[src/rtl/frame_scheduler.sv]
// Autonomous frame playback scheduler: fires control_trigger, waits for the
// backend completion edge, dwells per table entry, then advances or loops.
module frame_scheduler #(
  parameter int NUM_ENTRIES       = 8,
  parameter int ENTRY_ADDR_LENGTH = 3,
  parameter int DWELL_WIDTH       = 16,
  parameter int TIMEOUT_CYCLES    = 65535
) (
  input  logic                         clock,
  input  logic                         reset_n,
  input  logic                         cfg_write_n,
  input  logic [ENTRY_ADDR_LENGTH:0]   cfg_address,
  input  logic [DWELL_WIDTH-1:0]       cfg_data,
  input  logic                         start,
  input  logic                         stop,
  input  logic                         update_cycle_complete,
  output logic                         control_trigger,
  output logic                         busy,
  output logic [ENTRY_ADDR_LENGTH-1:0] frame_index,
  output logic                         done,
  output logic                         cfg_reject,
  output logic                         timeout_error
);

  localparam int WCW = $clog2(TIMEOUT_CYCLES + 1);
  localparam logic [WCW-1:0] WAIT_MAX = WCW'(TIMEOUT_CYCLES);
  localparam logic [ENTRY_ADDR_LENGTH-1:0] LAST_MAX =
    ENTRY_ADDR_LENGTH'(NUM_ENTRIES - 1);

  typedef enum logic [2:0] {
    IDLE,
    TRIG,
    WAIT,
    DWELL,
    NEXT
  } state_t;

  state_t                       state;
  logic [DWELL_WIDTH-1:0]       dwell_tab [NUM_ENTRIES];
  logic [ENTRY_ADDR_LENGTH-1:0] last_entry;
  logic [7:0]                   loop_count;
  logic [7:0]                   loops_left;
  logic [DWELL_WIDTH-1:0]       dwell_cnt;
  logic [WCW-1:0]               wait_cnt;
  logic                         prev_ucc;

  logic                         cfg_we;
  logic                         cfg_ctrl;
  logic [ENTRY_ADDR_LENGTH-1:0] cfg_idx;
  logic [ENTRY_ADDR_LENGTH-1:0] cfg_last;
  logic [ENTRY_ADDR_LENGTH-1:0] cfg_last_clamped;
  logic                         ucc_rise;

  assign cfg_we   = ~cfg_write_n;
  assign cfg_ctrl = cfg_address[ENTRY_ADDR_LENGTH];
  assign cfg_idx  = cfg_address[ENTRY_ADDR_LENGTH-1:0];
  assign cfg_last = cfg_data[ENTRY_ADDR_LENGTH-1:0];
  assign cfg_last_clamped =
    (int'(cfg_last) > NUM_ENTRIES - 1) ? LAST_MAX : cfg_last;
  assign ucc_rise = update_cycle_complete & ~prev_ucc;

  always_ff @(posedge clock or negedge reset_n) begin
    if (!reset_n) begin
      for (int i = 0; i < NUM_ENTRIES; i++) dwell_tab[i] <= '0;
    end else if (cfg_we && !cfg_ctrl && state == IDLE &&
                 int'(cfg_idx) < NUM_ENTRIES) begin
      dwell_tab[cfg_idx] <= cfg_data;
    end
  end

  always_ff @(posedge clock or negedge reset_n) begin
    if (!reset_n) begin
      state           <= IDLE;
      last_entry      <= '0;
      loop_count      <= '0;
      loops_left      <= '0;
      dwell_cnt       <= '0;
      wait_cnt        <= '0;
      prev_ucc        <= 1'b0;
      control_trigger <= 1'b0;
      busy            <= 1'b0;
      frame_index     <= '0;
      done            <= 1'b0;
      cfg_reject      <= 1'b0;
      timeout_error   <= 1'b0;
    end else begin
      prev_ucc        <= update_cycle_complete;
      control_trigger <= 1'b0;
      done            <= 1'b0;
      cfg_reject      <= cfg_we && state != IDLE;
      if (cfg_we && cfg_ctrl && state == IDLE) begin
        last_entry <= cfg_last_clamped;
        loop_count <= cfg_data[15:8];
      end
      // Outputs are registered, so the trigger is raised on entry to TRIG.
      if (stop) begin
        state <= IDLE;
        busy  <= 1'b0;
      end else begin
        unique case (state)
          IDLE: begin
            if (start) begin
              frame_index     <= '0;
              loops_left      <= loop_count;
              timeout_error   <= 1'b0;
              control_trigger <= 1'b1;
              busy            <= 1'b1;
              state           <= TRIG;
            end
          end
          TRIG: begin
            wait_cnt <= '0;
            state    <= WAIT;
          end
          WAIT: begin
            if (ucc_rise) begin
              dwell_cnt <= dwell_tab[frame_index];
              state     <= DWELL;
            end else if (wait_cnt == WAIT_MAX) begin
              timeout_error <= 1'b1;
              busy          <= 1'b0;
              state         <= IDLE;
            end else begin
              wait_cnt <= wait_cnt + 1'b1;
            end
          end
          DWELL: begin
            if (dwell_cnt == '0) state <= NEXT;
            else dwell_cnt <= dwell_cnt - 1'b1;
          end
          NEXT: begin
            if (frame_index != last_entry) begin
              frame_index     <= frame_index + 1'b1;
              control_trigger <= 1'b1;
              state           <= TRIG;
            end else if (loop_count == '0) begin
              frame_index     <= '0;
              control_trigger <= 1'b1;
              state           <= TRIG;
            end else if (loops_left == 8'd1) begin
              done  <= 1'b1;
              busy  <= 1'b0;
              state <= IDLE;
            end else begin
              loops_left      <= loops_left - 1'b1;
              frame_index     <= '0;
              control_trigger <= 1'b1;
              state           <= TRIG;
            end
          end
          default: begin
            busy  <= 1'b0;
            state <= IDLE;
          end
        endcase
      end
    end
  end

endmodule

[config.mk]
export PLATFORM = sky130hd
export DESIGN_NAME = frame_scheduler
export DESIGN_NICKNAME = d
export VERILOG_FILES = /design/src/rtl/frame_scheduler.sv
export SDC_FILE = /design/constraint.sdc
export NUM_CORES = 1
export LEC_CHECK = 0
export CORE_AREA = 2 2 127 129
export DETAILED_ROUTE_END_ITERATION = 10
export DIE_AREA = 0 0 129 131
export PLACE_DENSITY = 0.79
export SLEW_MARGIN = 20
export SYNTH_ARGS = -nofsm -noshare
export SYNTH_HDL_FRONTEND = slang
export SYNTH_SLANG_ARGS = --single-unit
[constraint.sdc]
create_clock -name clock -period 2.85 [get_ports clock]
set_input_delay 0.57 -clock clock [delete_from_list [all_inputs] [get_ports clock]]
set_output_delay 0.57 -clock clock [all_outputs]
set_load 0.05 [all_outputs]
Yosys cells after proc, flatten, opt, wreduce, memory -nomap -nowiden
Index checks and enable logic that the tools add are counted.
{ "word_totals": {"latch_bits": 0, "rom_bits": 0, "output_inout_bits": 8, "word_cells": 137, "register_bits": 191, "mem_bits_rw": 0, "memories": 0} }
{ "classes": {"addsub": 4, "n_eq_ne": 26, "n_lt_le_gt_ge": 3, "shift": 0, "n_reduce_logical": 23, "mux": 54, "mul": 0, "div_mod_pow": 0, "bitwise_logic": 6} }
{ "ops": {"columns": ["operator", "count"], "rows": [
  ["bitwise mux 128 bit", 1],
  ["2-to-1 mux 16 bit", 7],
  ["one-hot mux 16 bit (2 select lines)", 2],
  ["binary-select mux 16 bit (select 3 bit)", 1],
  ["demux 16 bit (select 3 bit)", 1],
  ["2-to-1 mux 8 bit", 4],
  ["2-to-1 mux 3 bit", 9],
  ["2-to-1 mux 1 bit", 23],
  ["!= test 3 bit, second input constant", 7],
  ["!= test 2 bit, second input constant", 9],
  ["adder 16 x 1 -> 16 bit, second input constant", 1],
  ["equality test 16 bit, second input constant", 1],
  ["zero test 16 bit", 1],
  ["one-hot mux 8 bit (2 select lines)", 1],
  ["subtractor 16 x 1 -> 16 bit, second input constant", 1],
  ["one-hot mux 3 bit (5 select lines)", 1],
  ["AND reduction 4 bit", 3],
  ["equality test 8 x 1 -> 1 bit, second input constant", 1],
  [">= comparator 4 bit, second input constant", 2],
  ["zero test 8 bit", 1],
  ["!= test 4 bit, second input constant", 2],
  ["inverter 3 -> 4 bit", 2],
  ["nonzero test 2 bit", 4],
  ["subtractor 8 x 1 -> 8 bit, second input constant", 1],
  ["21 further kinds", 30]
]} }

Depth between registers and ports, before layout
{ "logic_depth": {"ltp_word": 6, "ltp_mapped": 8, "ltp_nobuf": 7} }

Worst setup path after synthesis
No wires, ideal clock.
{ "synth_path": {"kind": "reg2reg", "startpoint": "reg frame_index[0]", "endpoint": "reg busy", "path_slack_ns": 0.587, "t_arrival_ns": 2.143, "period_less_slack_ns": 2.263, "path_stages_with_launch": 7, "required_ns": 2.730, "setup_ns": 0.120, "cell_sequence": "dfrtp_1 -> buf_6 -> xor2_2 -> nor3_4 -> a31oi_1 -> or4_1 -> a31o_1"} }
{ "synth_between": {"elab_chain_cells": 3} }
{ "synth_rtl": {"columns": ["item", "line", "text"], "rows": [
  ["start, declared", "19", "output logic [ENTRY_ADDR_LENGTH-1:0] frame_index,"],
  ["start signal, assigned", "133", "frame_index <= frame_index + 1'b1;"],
  ["!= test 3 bit", "132", "if (frame_index != last_entry) begin"],
  ["!= test 3 bit (no line)", null, null],
  ["AND reduction 7 bit (no line)", null, null],
  ["end signal, assigned", "121", "busy <= 1'b0;"],
  ["end signal, assigned", "142", "busy <= 1'b0;"],
  ["end signal, assigned", "152", "busy <= 1'b0;"],
  ["end, declared", "18", "output logic busy,"]
]} }
Every way passes these cells.
A chain may end at the register's enable or synchronous reset.

Final worst setup path
{ "layout_path": {"startpoint": "reg frame_index[0]", "endpoint": "out frame_index[0]"} }
No word-level cell between the ends.

==> results summary <==
The number of storage elements in the synthesis netlist came out at 191. The most used flip-flop cell after synthesis is sky130_fd_sc_hd__dfrtp_1. The number of cells produced by synthesis is 743. The fraction of power consumed by sequential logic is 0.476. Across the whole layout, storage elements account for 4780 µm². The total core area is 15600 µm². The first global-routing pass estimated 35100 µm of wire. The wire-length estimate of the detail-placed layout is 14700 µm.

The Yosys warning count is 0. The multi-input gate area in the final layout is 4290 µm². The reported leakage power is 0.00446 µW. The clock sink total came out at 191. The flow ran to the end, and the final reports show no timing, DRC or antenna violations. The maximum count of clock buffers along a single path came out at 2. The tree is rooted in a sky130_fd_sc_hd__clkbuf_16. The fmax came out at 0.406 GHz. The actual transition at the worst max-transition pin is 0.931 ns. The number of placement rows is 46. The clock buffer count from CTS is 17. The cell area power density came out at 928 nW/µm². The peak fanout along the critical path is 9.

The count of buffers added by post-CTS timing repair for setup came out at 0. The switching part of the total is 0.323. After filler insertion, the fill cell instance count of the layout stands at 1073. The number of DRC violations after detailed routing came out at 0. The worst setup path is launched from a flip-flop.

The number of I/O pins came out at 34. The number of H-tree levels is 4. The total inserted antenna cells is 0. The overflow left after global routing came out at 0. Measured along the y axis, the die boundary spans 131 µm. The final routed wirelength across all metal layers is 21300 µm.

The max-slew headroom at the worst pin came out at 0.380. The number of global-route vias before repair is 6791. The synthesized net count came out at 775.

Traced cell by cell, the critical path runs through clkdlybuf4s50_1. The growth of design area from synthesis to finish came out at 13.3%. The all-layer global routing usage came out at 0.273. The worst min-delay path category is in2async. Counting both buffers and inverters, the worst setup path holds a total of 1. The per-cell via count in the routed design is 6.30. The minimum clock period came out at 2.46 ns. The later pin in the worst-skew pair is clocked with a latency of 0.44 ns.

The hold buffer count at CTS is 0. The data arrival at the endpoint of the critical path came out at 1.89 ns. The critical path is of the reg2out type. The share of total power in combinational logic is 0.289. A synthesized cell averages 12.5 µm². The count of distinct cell types in the synthesized netlist is 61.

The power dissipated by switching net loads is 3150 µW. The total power is 9780 µW. Setup repair after global routing left no endpoint under its margin.

The worst setup path is captured at an output port. The width of the die is 129 µm. The cell type of the slowest stage on the worst timing path is sky130_fd_sc_hd__clkdlybuf4s50_1. The via count is 6368. For this run, asynchronously set or reset flops after synthesis account for 1.00.

TritonCTS built the clock tree. The cell family contributing the most delay on the critical path is buffers and inverters. The aggregate negative setup slack came out at 0 ns. The initial standard-cell utilization of the core is 0.596. The number of nets in the layout is 814. The internal power is 6620 µW. The count of flip-flops with a built-in enable after synthesis came out at 0.

The number of DRC markers after the initial detailed-route iteration is 467. Of the total power, the clock network draws 0.235. The share of the core filled with cells in the final layout came out at 0.676. The final cycle utilization of the critical path came out at 0.865. The count of final max-slew check failures is 0. In this run the cell area of the synthesized design comes to 9300 µm². At the worst endpoint, the required time is 2.28 ns. Entering global routing, the biggest net connects 66 pins.

The worst supply voltage drop on vdd came out at 618 µV. The initial antenna violation count is 0. The largest single stage delay on the critical path is 0.89 ns. Gates resized during post-CTS repair numbered 0. The routability congestion estimate came out at 0.891. The detailed-router iteration count before antenna repair is 5. The sequential cell area fraction in the yosys report is 0.514.

The count of endpoints failing setup in the final report came out at 0. The final number of hold-violating endpoints is 0. For the final database, setup skew stands at 0.0143 ns. The clock transition at the registers of the reported paths came out at 0.08 ns. The number of nets still failing antenna checks after routing came out at 0.

Dividing the detail-routed wire length by the instance count gives 21.1 µm. Across the run, the number of max-cap violations was 0. The total die area is 16900 µm². The count of input and output buffers came out at 33. The fraction of final layout cells sized beyond drive strength 1 is 0.304.
## power groups by stage
stage | clock network (µW) | logic, µW | registers, µW
after detailed placement | 0 | 2820 | 4690
after global routing | 2430 | 3080 | 4800
after floorplan | 0 | 2170 | 4430
final | 2300 | 2820 | 4660
after global placement | 0 | 2670 | 4560
after CTS | 2320 | 2830 | 4640
## cell usage after synthesis (2+ instances only)
master / count / area share
sky130_fd_sc_hd__clkbuf_1: 21 / 0.0085
sky130_fd_sc_hd__or3_1: 7 / 0.0047
sky130_fd_sc_hd__o21a_1: 4 / 0.0032
sky130_fd_sc_hd__a21o_1: 2 / 0.0016
sky130_fd_sc_hd__nand4_1: 9 / 0.0061
sky130_fd_sc_hd__o41ai_1: 2 / 0.0019
sky130_fd_sc_hd__o22a_1: 9 / 0.0085
sky130_fd_sc_hd__and4_1: 5 / 0.0047
sky130_fd_sc_hd__nand3b_1: 5 / 0.0040
sky130_fd_sc_hd__ha_1: 6 / 0.0081
sky130_fd_sc_hd__o21ai_0: 29 / 0.016
sky130_fd_sc_hd__nand2_1: 43 / 0.017
sky130_fd_sc_hd__nand3_1: 20 / 0.011
sky130_fd_sc_hd__o31ai_1: 4 / 0.0032
sky130_fd_sc_hd__nor3b_2: 2 / 0.0027
sky130_fd_sc_hd__o211ai_1: 2 / 0.0016
sky130_fd_sc_hd__a31oi_1: 9 / 0.0061
sky130_fd_sc_hd__nor2b_1: 6 / 0.0040
sky130_fd_sc_hd__a41oi_1: 2 / 0.0019
sky130_fd_sc_hd__o22ai_1: 7 / 0.0047
sky130_fd_sc_hd__mux2i_1: 6 / 0.0065
sky130_fd_sc_hd__and2_1: 3 / 0.0020
sky130_fd_sc_hd__a211oi_1: 4 / 0.0032
sky130_fd_sc_hd__mux4_2: 32 / 0.077
sky130_fd_sc_hd__nand2b_1: 8 / 0.0054
sky130_fd_sc_hd__nor4_1: 11 / 0.0074
sky130_fd_sc_hd__a22oi_1: 3 / 0.0024
sky130_fd_sc_hd__o21ai_1: 2 / 0.0011
sky130_fd_sc_hd__a31o_2: 2 / 0.0019
sky130_fd_sc_hd__inv_1: 11 / 0.0044
sky130_fd_sc_hd__nor3b_1: 2 / 0.0016
sky130_fd_sc_hd__buf_4: 2 / 0.0016
sky130_fd_sc_hd__a22o_1: 4 / 0.0038
sky130_fd_sc_hd__xor2_1: 2 / 0.0019
sky130_fd_sc_hd__a21oi_1: 32 / 0.017
sky130_fd_sc_hd__and3_1: 11 / 0.0074
sky130_fd_sc_hd__nor2_1: 30 / 0.012
sky130_fd_sc_hd__dfrtp_1: 191 / 0.51
sky130_fd_sc_hd__buf_2: 16 / 0.0086
sky130_fd_sc_hd__or4_1: 9 / 0.0073
sky130_fd_sc_hd__mux2_2: 139 / 0.17
sky130_fd_sc_hd__nor3_1: 10 / 0.0054
## routing by layer
metal,track usage,part of all wire
met5,0,0
met3,0.0501,0.039
met1,0.352,0.42
met4,0.0876,0.018
met2,0.476,0.52
## sequential cells by signal (all words and copies together), names as in the netlist
name / flops
cfg_reject: 1
frame_index: 3
busy: 1
prev_ucc: 1
dwell_tab: 128
loops_left: 8
last_entry: 3
wait_cnt: 16
loop_count: 8
dwell_cnt: 16
timeout_error: 1
state: 3
done: 1
control_trigger: 1
## cell type report
type                    count  area share
flip-flops and latches    191       0.454
clock buffers              20      0.0424
clock inverters            12      0.0110
inverters                  11     0.00392
multi-input cells         500       0.407
repair buffers             61      0.0559
well taps                 216      0.0256
## metrics by stage
step | setup WS, ns | std cells | area, µm² | hold WS, ns
after floorplan | 0.587 | 743 | 9300 | 0.274
after global placement | 0.253 | 979 | 9970 | 0.481
after global routing | 0.318 | 1011 | 10500 | 0.164
final | 0.386 | 1011 | 10500 | 0.127
after detailed placement | 0.160 | 979 | 9970 | 0.488
after CTS | 0.371 | 1011 | 10500 | 0.147
## final timing paths
path / start / end / slack, ns / cells past startpoint
min in group clock: dwell_tab[18]$_DFFE_PN0P_ / dwell_tab[18]$_DFFE_PN0P_ / 0.50 / 1
hold / removal: reset_n / wait_cnt[5]$_DFFE_PN0P_ / 0.13 / 1
setup / recovery: frame_index[0]$_DFFE_PN0P_ / frame_index[0] / 0.39 / 1
max in group asynchronous: reset_n / dwell_tab[110]$_DFFE_PN0P_ / 1.96 / 2
hold reg to reg: dwell_tab[18]$_DFFE_PN0P_ / dwell_tab[18]$_DFFE_PN0P_ / 0.50 / 1
setup reg to reg: dwell_cnt[0]$_DFFE_PN0P_ / dwell_cnt[2]$_DFFE_PN0P_ / 0.49 / 7
## layout by cell type (no fill, tap or decap), types with 10 or more instances in the layout
cell type                         Yosys  routed
sky130_fd_sc_hd__nand2_1             43      43
sky130_fd_sc_hd__inv_1               11      11
sky130_fd_sc_hd__mux4_2              32      32
sky130_fd_sc_hd__a21oi_1             32      32
sky130_fd_sc_hd__mux2_2             139     139
sky130_fd_sc_hd__clkbuf_16            0      17
sky130_fd_sc_hd__and3_1              11      11
sky130_fd_sc_hd__o21ai_0             29      29
sky130_fd_sc_hd__nand3_1             20      20
sky130_fd_sc_hd__clkdlybuf4s50_1      0      31
sky130_fd_sc_hd__nor2_1              30      30
sky130_fd_sc_hd__buf_4                2      25
sky130_fd_sc_hd__nor3_1              10      10
sky130_fd_sc_hd__dfrtp_1            191     190
sky130_fd_sc_hd__nor4_1              11      11
## kinds of logic after synthesis
| kind of cell | synth area share |
|---|---|
| AOI/OAI and AO/OA | 0.0861 |
| xor gates and xnor gates | 0.00363 |
| adders and majority gates | 0.00807 |
| buffers and inverters | 0.0247 |
| DFF | 0.514 |
| muxes | 0.252 |
| and+or+nand+nor | 0.112 |
Note: power is estimated with default switching activity, not from simulation.
==> RTL edit 1: new RTL, same settings <==
Make the reset (`reset_n`) synchronous in 2 clocked blocks.
--- a/src/rtl/frame_scheduler.sv
+++ b/src/rtl/frame_scheduler.sv
@@ -59,7 +59,7 @@
     (int'(cfg_last) > NUM_ENTRIES - 1) ? LAST_MAX : cfg_last;
   assign ucc_rise = update_cycle_complete & ~prev_ucc;
 
-  always_ff @(posedge clock or negedge reset_n) begin
+  always_ff @(posedge clock) begin
     if (!reset_n) begin
       for (int i = 0; i < NUM_ENTRIES; i++) dwell_tab[i] <= '0;
     end else if (cfg_we && !cfg_ctrl && state == IDLE &&
@@ -68,7 +68,7 @@
     end
   end
 
-  always_ff @(posedge clock or negedge reset_n) begin
+  always_ff @(posedge clock) begin
     if (!reset_n) begin
       state           <= IDLE;
       last_entry      <= '0;
Check against the original RTL: differs if reset_n is asserted again (counterexample within 4 cycles, from zero or initial values and one cycle with reset_n low); with reset_n held inactive, the same outputs for 10 cycles.
==> RTL edit 1 against the unedited design <==
- count of clock-buffer cells in the layout down 3
- synthesized area is 1.4% lower
- wire length is 3.0% lower
- cell area about the same
- worst hold slack gained 0.37 ns
- die area unchanged
- sequential cell count is 3 higher
- setup slack worse by 0.0017 ns
Power is not compared: it rests on default switching activity, and its combinational part moved more than twofold at a synthesized area within 25%.
==> RTL edit 1: results <==
placed_design:
  place_inst: 1018
  port_buffers: 33
  postPlaceCellArea_um2: 9970
  hpwl_um: 14300
  pre_cts_ws_ns: 0.146
  finalWeightedCongestion: 0.871
timing:
  finClkSkew_ns: 0.00821
  timing.slew.headroom_pct: 49.0
  fmax_mhz: 406
  finalHoldWorstSlack_ns: 0.496
  tns_ns: 0
drt:
  first_pass_iters: 4
  vias: 6397
  drt_iter0_markers: 614
  wire_per_inst_um: 19.7
clocking:
  root_buffer: "clkbuf_16"
  htree_levels: 4
  worstSkewPairLatency_ns: 0.44
  postCtsSetupBuffers: 0
  cts.clk_slew.worst_paths_ns: 0.07
  cts_resized: 0
  numCtsBuffers: 17
worst_setup_path:
  startpoint: "state[1]$_SDFFE_PP0P_"
  crit_slowest_cell: "dfxtp_1"
  max_stage_delay_ns: 0.45
  critical_path_arrival_ns: 2.62
  worstPathMaxFanout: 16
  reg2reg_slack_ns: 0.38
  r2r_cells: 7
  path_class: "reg2reg"
  rr_endpoint: "dwell_tab[0][0]$_SDFFCE_PN0P_"
grt:
  grt_util_all_layers_pct: 25.8
  grt_pass1_wl_um: 33000
  grt_antenna_before_repair: 0
  grt_pass1_vias: 6268
  grt_max_degree: 39
power_and_ir_drop:
  power.leakage_nw: 3.85
  pwr-share-seq_pct: 53.2
  clkPwrFrac_pct: 40.3
logic_synthesis:
  synth_ff_type: "edfxtp_1"
  synth_area_leaders: "edfxtp_1 (42%), dfxtp_1 (14%), and2_1 (9.0%)"
  async_flop_share_pct: 0
  ys_warn_count: 0
  yosys-top-cells-count: "and2_1 (132), edfxtp_1 (128), dfxtp_1 (66)"
  synth_edf_count: 128
  ys_types: 62
  syn_nets: 799
  netlist_instances: 768
  synth-seq-area-share_pct: 56.3
layout:
  n_fill_cell: 1107
  largestRegisters: "dwell_tab x128, dwell_cnt x16, wait_cnt x16"
  layout.nets: 852
  final_cells: 1050
  drive_gt1_share_pct: 14.3
status:
  status: "finished clean"
hold_path:
  hold_path_class: "reg2reg"
  hold_depth: 2
  min_from: "dwell_cnt[1]$_SDFFE_PN0P_"
## RTL edit 1: cell count changes after synthesis, moves of 5 or more
cell and change:
o21ai_0 -5, edfxtp_1 +128, or3_1 +6, nor2_1 +17, o22a_1 -8, mux2_2 -137
and3_1 -9, mux2i_1 +24, nand3_1 -5, dfrtp_1 -191, dfxtp_1 +66, and2_1 +129
nor3_1 +5
## RTL edit 1: logic make-up (layout without fill, tap and decap cells)
kind of cell	after synthesis	count (layout)	synth area share, %
fa+ha+maj	5	5	0.682
xor+xnor	7	7	0.668
simple gates	329	329	20.5
mux	64	64	11.4
flops	194	194	56.3
buf+inv	50	116	2.22
compound gates	119	119	8.28
## RTL edit 1: per-layer routing
metal | wire [um] | vias up | part of all wire (%) | track usage [%]
met5 | 0 | - | 0 | 0
met4 | 321 | 0 | 1.5 | 8.31
met3 | 1130 | 28 | 5.5 | 4.60
met2 | 10500 | 233 | 51 | 44.3
met1 | 8780 | 3168 | 42 | 33.8
li1 | - | 2968 | - | -
## RTL edit 1: final cells by class
| cell class | count | area (um2) | share of cell area (%) |
|---|---|---|---|
| multi-input cells | 524 | 3800 | 36.1 |
| flip-flops and latches | 194 | 5170 | 49.0 |
| clock inverters | 15 | 155 | 1.47 |
| inverters | 10 | 37.5 | 0.356 |
| repair buffers | 74 | 688 | 6.52 |
| well taps | 216 | 270 | 2.56 |
| clock buffers | 17 | 425 | 4.03 |
## RTL edit 1: critical path: cells and delay by family (launching register included)
kind | cells | cell delay [ns]
and+or+nand+nor | 5 | 1.35
buffers and inverters | 2 | 0.39
DFF | 1 | 0.45
==> RTL edit 2: new RTL, same settings <==
Without the edit above. Change the parameter `DWELL_WIDTH` from 16 to 20.
--- a/src/rtl/frame_scheduler.sv
+++ b/src/rtl/frame_scheduler.sv
@@ -3,7 +3,7 @@
 module frame_scheduler #(
   parameter int NUM_ENTRIES       = 8,
   parameter int ENTRY_ADDR_LENGTH = 3,
-  parameter int DWELL_WIDTH       = 16,
+  parameter int DWELL_WIDTH       = 20,
   parameter int TIMEOUT_CYCLES    = 65535
 ) (
   input  logic                         clock,
Interface: changed (resized cfg_data); port bits go from 34 to 38. No check against the original RTL was run, so the function may have changed too.
==> RTL edit 2 against the unedited design <==
- cell area rose by 19%
- clock skew rose by 0.018 ns
- core utilization rose by 13 points
- final cell count increased by 10%
- die area unchanged
- sequential cell count grew 36
- total power is 7.7% higher
- wire length up 14%
- synthesized area grew 16%
- setup slack got worse by 0.26 ns
- sequential power is 4% higher
- largest cell class unchanged
==> RTL edit 2: results <==
drt:
  wire_per_inst_um: 21.9
  finalWirelength_um: 24400
  first_pass_iters: 5
  viasPerCell: 6.42
  drt_iter0_markers: 574
placed_design:
  place_inst: 1072
  hpwl_um: 15600
  finalWeightedCongestion: 0.879
  pre_cts_ws_ns: 0.116
  port_buffers: 37
logic_synthesis:
  syn_area_per_cell_um2: 13.0
  synth.area.mux_share_pct: 27.0
  yosys-top-cells-count: "dfrtp_1 (227), mux2_2 (175), nor2_1 (53)"
  synth-seq-area-share_pct: 52.6
  synth_fa_ha_area_share_pct: 0.695
  synth_area_leaders: "dfrtp_1 (53%), mux2_2 (18%), mux4_2 (8.3%)"
  synth_compound_area_share_pct: 7.40
  syn_nets: 867
  ys_types: 59
  synth-xor-area-share_pct: 1.13
worst_setup_path:
  worstPathMaxFanout: 20
  crit_slowest_cell: "clkdlybuf4s50_1"
  critical_path_arrival_ns: 2.16
  max_stage_delay_ns: 0.87
grt:
  grt_pass1_wl_um: 39600
  grt_max_degree: 82
  grt_util_all_layers_pct: 30.3
  grt_pass1_vias: 7583
power_and_ir_drop:
  pwr-share-seq_pct: 46.1
  power.leakage_nw: 5.25
  p_int_mw: 7.57
  comb_power_share_pct: 21.5
  ir_worst_vdd_v: 0.000556
clocking:
  worstSkewPairLatency_ns: 0.54
  htree_levels: 1
  ctsLongestPathBuffers: 3
  root_buffer: "clkbuf_16"
  numCtsBuffers: 24
layout:
  layout.nets: 918
  drive_gt1_share_pct: 34.1
  n_fill_cell: 860
  largestRegisters: "dwell_tab x160, dwell_cnt x20, wait_cnt x16"
timing:
  timing.slew.headroom_pct: 50.1
  finClkSkew_ns: 0.0327
floorplan:
  start_util_pct: 69.3
status:
  status: "finished clean"
[RTL edit 2: routing by layer]
metal / global-route usage [%] / vias up / part of all wire (%)
met2: 52.5 / 223 / 51
met4: 8.63 / 0 / 2.4
li1: - / 3200 / -
met1: 39.8 / 3689 / 42
met3: 5.50 / 49 / 4.8
met5: 0 / - / 0
[RTL edit 2: worst paths after layout]
| path | cells after the start | start | slack, ns | endpoint |
|---|---|---|---|---|
| max | 2 | frame_index[1]$_DFFE_PN0P_ | 0.12 | frame_index[1] |
| min | 1 | reset_n | 0.04 | wait_cnt[5]$_DFFE_PN0P_ |
| max reg2reg | 7 | dwell_cnt[17]$_DFFE_PN0P_ | 0.29 | dwell_cnt[12]$_DFFE_PN0P_ |
| min reg2reg | 1 | dwell_tab[19]$_DFFE_PN0P_ | 0.50 | dwell_tab[19]$_DFFE_PN0P_ |
| max in group asynchronous | 2 | reset_n | 2.05 | dwell_tab[155]$_DFFE_PN0P_ |
| min in group clock | 1 | dwell_tab[19]$_DFFE_PN0P_ | 0.50 | dwell_tab[19]$_DFFE_PN0P_ |
[RTL edit 2: stage by stage]
step | hold slack, ns | instance area, um2 | utilization [%] | total power, mW
final | 0.0433 | 12500 | 80.1 | 10.5
after global routing | 0.0885 | 12500 | 80.1 | 11.0
after CTS | 0.0589 | 12500 | 80.1 | 10.6
after detailed placement | 0.490 | 11600 | 74.4 | 7.09
after global placement | 0.481 | 11600 | 74.4 | 6.86
after floorplan | 0.274 | 10800 | - | 6.33
[RTL edit 2: area by class of cell]
class,count,area [um2],share of cell area (%)
multi-input cells,548,4890,39.1
clock buffers,30,653,5.23
inverters,11,41.3,0.330
well taps,216,270,2.16
flip-flops and latches,227,5690,45.5
repair buffers,70,723,5.79
clock inverters,14,236,1.89
